===== src/rtl/parking_gate_arbiter.sv =====
// ---------------------------------------------------------------------------
// parking_gate_arbiter
//
// Arbitrates a single parking gate between entry and exit requests for a
// four-slot lot. Requests arrive as one-cycle pulses, are held pending until
// the gate is idle, and are then granted (door opens for HOLD_CYCLES cycles)
// or rejected (lot full on entry, slot already empty on exit).
//
// Ports
//   CLK          rising-edge clock
//   RST          synchronous, active-high reset
//   enter        entry request pulse
//   exit         exit request pulse
//   switch[1:0]  slot being vacated, sampled together with exit
//   door_open    gate open (OPEN_IN / OPEN_OUT)
//   grant_enter  one-cycle entry grant pulse
//   grant_exit   one-cycle exit grant pulse
//   reject_enter one-cycle entry rejection pulse
//   reject_exit  one-cycle exit rejection pulse
//   L[1:0]       slot assigned by last entry grant / freed by last exit grant
//   occupancy    bit i set = slot i occupied
//   capacity     number of free slots (0..4)
//   full         all slots occupied
//   busy         FSM not in IDLE
// ---------------------------------------------------------------------------
module parking_gate_arbiter #(
    parameter int NSLOTS      = 4,
    parameter int HOLD_CYCLES = 4
) (
    input  logic       CLK,
    input  logic       RST,
    input  logic       enter,
    input  logic       exit,
    input  logic [1:0] switch,
    output logic       door_open,
    output logic       grant_enter,
    output logic       grant_exit,
    output logic       reject_enter,
    output logic       reject_exit,
    output logic [1:0] L,
    output logic [3:0] occupancy,
    output logic [2:0] capacity,
    output logic       full,
    output logic       busy
);

    localparam logic [1:0] IDLE     = 2'd0;
    localparam logic [1:0] OPEN_IN  = 2'd1;
    localparam logic [1:0] OPEN_OUT = 2'd2;
    localparam logic [1:0] CLOSE    = 2'd3;

    localparam logic [3:0] HOLD_LOAD = 4'(HOLD_CYCLES - 1);

    logic [1:0] state;
    logic [3:0] timer;
    logic       pend_in;
    logic       pend_out;
    logic [1:0] ex_slot;
    // Set when the most recent grant was an exit; the other direction then
    // wins a tie. Cleared by reset so that exit wins the first tie.
    logic       last_was_exit;

    logic       valid_in;
    logic       valid_out;
    logic       do_in;
    logic       do_out;
    logic       do_rej_in;
    logic       do_rej_out;
    logic [1:0] free_slot;

    function automatic logic [2:0] popcount4(input logic [3:0] v);
        logic [2:0] c;
        c = '0;
        for (int i = 0; i < 4; i++) begin
            c = c + 3'(v[i]);
        end
        return c;
    endfunction

    function automatic logic [1:0] lowest_free(input logic [3:0] v);
        logic [1:0] r;
        r = '0;
        for (int i = 3; i >= 0; i--) begin
            if (!v[i]) r = 2'(i);
        end
        return r;
    endfunction

    assign full      = &occupancy;
    assign capacity  = 3'(NSLOTS) - popcount4(occupancy);
    assign busy      = (state != IDLE);
    assign door_open = (state == OPEN_IN) || (state == OPEN_OUT);
    assign free_slot = lowest_free(occupancy);

    // IDLE decision. An invalid exit is dropped on its own cycle before
    // anything else is considered; an invalid entry is only dropped when no
    // exit is pending, so a full lot keeps the entry waiting behind an exit.
    always_comb begin
        valid_in   = !full;
        valid_out  = occupancy[ex_slot];
        do_rej_out = pend_out && !valid_out;
        do_out     = pend_out && valid_out && !(pend_in && valid_in && last_was_exit);
        do_in      = pend_in && valid_in && !do_rej_out &&
                     (!(pend_out && valid_out) || last_was_exit);
        do_rej_in  = pend_in && !valid_in && !pend_out;
    end

    always_ff @(posedge CLK) begin
        if (RST) begin
            state         <= IDLE;
            timer         <= '0;
            pend_in       <= 1'b0;
            pend_out      <= 1'b0;
            ex_slot       <= '0;
            last_was_exit <= 1'b0;
            occupancy     <= '0;
            L             <= '0;
            grant_enter   <= 1'b0;
            grant_exit    <= 1'b0;
            reject_enter  <= 1'b0;
            reject_exit   <= 1'b0;
        end else begin
            grant_enter  <= 1'b0;
            grant_exit   <= 1'b0;
            reject_enter <= 1'b0;
            reject_exit  <= 1'b0;

            // Capture is independent of state; a repeat pulse while pending
            // is ignored and the first ex_slot is kept.
            if (enter && !pend_in) pend_in <= 1'b1;
            if (exit && !pend_out) begin
                pend_out <= 1'b1;
                ex_slot  <= switch;
            end

            case (state)
                IDLE: begin
                    if (do_rej_out) begin
                        reject_exit <= 1'b1;
                        pend_out    <= 1'b0;
                    end else if (do_out) begin
                        state                <= OPEN_OUT;
                        grant_exit           <= 1'b1;
                        L                    <= ex_slot;
                        occupancy[ex_slot]   <= 1'b0;
                        pend_out             <= 1'b0;
                        timer                <= HOLD_LOAD;
                        last_was_exit        <= 1'b1;
                    end else if (do_in) begin
                        state                <= OPEN_IN;
                        grant_enter          <= 1'b1;
                        L                    <= free_slot;
                        occupancy[free_slot] <= 1'b1;
                        pend_in              <= 1'b0;
                        timer                <= HOLD_LOAD;
                        last_was_exit        <= 1'b0;
                    end else if (do_rej_in) begin
                        reject_enter <= 1'b1;
                        pend_in      <= 1'b0;
                    end
                end
                OPEN_IN, OPEN_OUT: begin
                    if (timer == 4'd0) begin
                        state <= CLOSE;
                    end else begin
                        timer <= timer - 4'd1;
                    end
                end
                default: begin
                    state <= IDLE;
                end
            endcase
        end
    end

endmodule


===== config.mk =====
export PLATFORM = sky130hd
export DESIGN_NAME = parking_gate_arbiter
export DESIGN_NICKNAME = d
export VERILOG_FILES = /design/src/rtl/parking_gate_arbiter.sv
export SDC_FILE = /design/constraint.sdc
export NUM_CORES = 1
export LEC_CHECK = 0
export CORE_ASPECT_RATIO = 0.75
export CORE_MARGIN = 2
export CORE_UTILIZATION = 46
export DETAILED_ROUTE_END_ITERATION = 12
export PLACE_DENSITY = 0.75
export SYNTH_ARGS = -nofsm -noshare
export SYNTH_HDL_FRONTEND = slang
export SYNTH_SLANG_ARGS = --single-unit

===== constraint.sdc =====
create_clock -name CLK -period 1.75 [get_ports CLK]
set_input_delay 0.175 -clock CLK [delete_from_list [all_inputs] [get_ports CLK]]
set_output_delay 0.175 -clock CLK [all_outputs]
set_load 0.02 [all_outputs]

==> results.md <==
* Status: complete, but fails checks
* Failing checks: negative setup slack
* PortBufs at 21
* Complex-gate fraction of the synthesized area at 24.8%
* Post-synthesis simple-gate area fraction at 17.7%
* DR pass1 iterations at 4
* Synthesized netlist cell count at 127
* Share of layout cells above drive strength 1 at 38.2%
* Top FF cell, synth: dfxtp_1
* Vias in the first global route at 956
* Largest net degree at the start of global routing at 13
* Max Clk Rate at 506 MHz
* Hold-critical path depth at 3
* Post-synthesis xor/xnor area fraction at 0%
* Post-synthesis cell type count at 45
* Initial cell density of the core at 49.4%
* Reg2reg start: occupancy[1]
* Largest area contributor in the netlist: dfxtp_1
* Drt initial violations at 96
* Final Max Tran Viols at 0
* Nets@finish at 179
* Peak supply drop at 0.968 mV
* Total CTS buffers at 3
* Slew HR at 59.1%
* Worst reg2reg endpoint: state[1]
* Vias/cell at 5.73
* Synth Cell Area at 1160 um^2
* Placer Congestion at 0.844
* Antenna-violating nets left at 0
* Depth of the most critical reg-to-reg path at 6
* N_diodes at 0
* TritonCTS clock tree: built
* Root buffer selected by CTS: clkbuf_4
* Die width at 62.0 um
* PD cells at 1330 nW/um^2
* RSZ-0062 raised after global routing: true
* I/O pins at 22
* Final setup vio count at 16
* Min-Delay Startpoint: exit
* Synth Warn # at 0
* Grt total ovfl at 0
* Post-route minimum period at 1980 ps
* Die Y at 47.5 um
* Number of synthesized register bits at 21
* Hold Vio Cnt, Final at 0
* Most common library cells after synthesis: dfxtp_1 (21), inv_1 (14), nor2_1 (12)
* Crit Path Max Fanout at 6
* Clk slew on worst S/H paths at 120 ps
* Min Hold Slack at 459 ps
* Synth Area in Adders at 8.20%
* Drt wl/cell at 15.0 um
* Worst path max stage delay at 520 ps
* Leakage power at 0.685 nW
* Multiplexer share of the synthesized area at 4.75%
* Vias at 1140
* CP Capture Type: register
* Mean Syn Cell Area at 9.13 um^2
* R2R Setup Slk at -230 ps
* Detail Placement HPWL at 2110 um
* H-Tree Depth at 1
* Hold Path End: pend_out
* PnR worst setup slack at -226 ps
* Req. time, crit path at 1990 ps
* Yosys top cell area share at 36.2%
* Max_cap viols at 0
* Crit share post-route at 113%
* Core area at 2350 um^2
* # DRC at 0
* Setup crit start kind: register
* Total Wirelength at 2990 um
* Later-pin clock latency in the skew report at 320 ps
* Worst min-delay path category: input pin to register
* EDFF count, synth at 0
* CP Data Arrival Time at 2220 ps
* Register area share after synthesis at 36.2%
* P&R area growth vs syn at 46.1%
* Syn Nets at 140
* Measured slew at the worst slew-check pin at 598 ps
* CTS sink cnt at 21
* Hold buffer count at CTS at 0
* Most frequent cell after synthesis: dfxtp_1
* Crit path cell chain: buf_6, mux4_2, a221oi_4, buf_6, nor2_4, o32ai_2
* DIE AREA at 2940 um^2
* Row count at 15
* Most frequent CP cell: buf_6
* Async S/R FF share, synth at 0%
* Final core occ at 72.2%
* Clock tree buffer depth at 2
* Total GRT Usage at 20.3%
* Largest family of logic cells by synthesized area: compound AO/OA/AOI/OAI gates
* Setup TNS at -2060 ps
* Critical path's slowest cell: mux4_2
* Initial antenna violation count at 0
* Global-route wire length before repair at 4270 um
* Critical path class: register to register
* Area contributors post-synth: dfxtp_1 (36%), ha_1 (6.5%), inv_1 (4.5%), nor2_1 (3.9%), a21oi_1 (2.6%)
* Clock Skews at 10.1 ps
[critical path: cells and delay by family, from the launching register on]
family	cells	cell delay, ps
compound gates	2	680
flops	1	370
simple gates	1	40
mux	1	520
buf+inv	2	290
[placed cells by master, fill, tap and decap left out, types with 2 or more instances in the layout]
cell type,synthesis,layout
dfxtp_1,21,16
clkdlybuf4s50_1,0,15
buf_4,2,15
inv_1,14,12
nor2_1,12,10
buf_6,1,9
a21oi_1,6,5
nand2_1,6,4
nand3_1,5,4
dfxtp_2,0,4
nand4_1,3,3
ha_4,0,3
ha_1,6,3
clkbuf_4,0,3
inv_2,0,2
o211ai_1,2,2
o31ai_1,3,2
nor3b_1,2,2
a31oi_1,2,2
o32ai_2,0,2
mux2_2,2,2
or4_1,3,2
a311oi_2,0,2
o21ai_0,2,2
[logic make-up (layout without fill, tap and decap cells)]
kind of cell    after synthesis  after routing
simple gates                 39             39
flops                        21             21
compound gates               35             35
mux                           4              4
fa+ha+maj                     7              7
buf+inv                      21             59
[through the flow]
step	cells	setup slack [ps]	cell area [um^2]	power, mW
5_1_grt	199	-284	1690	2.42
6_report	199	-226	1690	2.25
3_3_place_gp	189	-327	1490	1.72
3_5_place_dp	189	-357	1490	1.76
4_1_cts	194	-209	1570	2.04
2_1_floorplan	127	4.10	1180	1.46
[timing repair]
action,in CTS,in global routing
resized for setup,33,25
endpoints found under the setup margin,19,19
pin swaps,8,8
setup buffers,1,6
[metal layers]
metal,up-vias,routed length (um),global-route usage [%]
met1,532,1290,28.5
met5,-,0,0
met2,53,1460,31.3
met4,0,23,6.38
li1,551,-,-
met3,4,223,4.86
[worst max-delay path by stage]
stage	start	end	slack (ps)	depth (start not counted)
finish	occupancy[1]	state[1]	-230	6
global route	occupancy[1]	state[1]	-280	6
CTS	occupancy[1]	capacity[1]	-210	5
detailed placement	occupancy[1]	capacity[1]	-360	5
global placement	occupancy[1]	capacity[1]	-330	5
floorplan	state[0]	timer[2]	4	7
[area by class of cell]
| cell class | count | area, um^2 |
|---|---|---|
| clock inverters | 1 | 5.00 |
| repair buffers | 41 | 378 |
| fillers | 163 | 652 |
| well taps | 34 | 42.5 |
| multi-input cells | 85 | 764 |
| inverters | 14 | 52.6 |
| flip-flops and latches | 21 | 429 |
| clock buffers | 3 | 22.5 |
[registers in the layout, summed over array words and instances (netlist names)]
signal and cells:
reject_enter 1, ex_slot 2, occupancy 4, L 2
pend_in 1, reject_exit 1, grant_enter 1, grant_exit 1
last_was_exit 1, pend_out 1, state 2, timer 4
[report_power, final]
group          switching, mW  internal (mW)
clock                  0.155         0.0857
combinational          0.727          0.628
sequential            0.0849          0.573
Power figures use the tool's default switching activity.
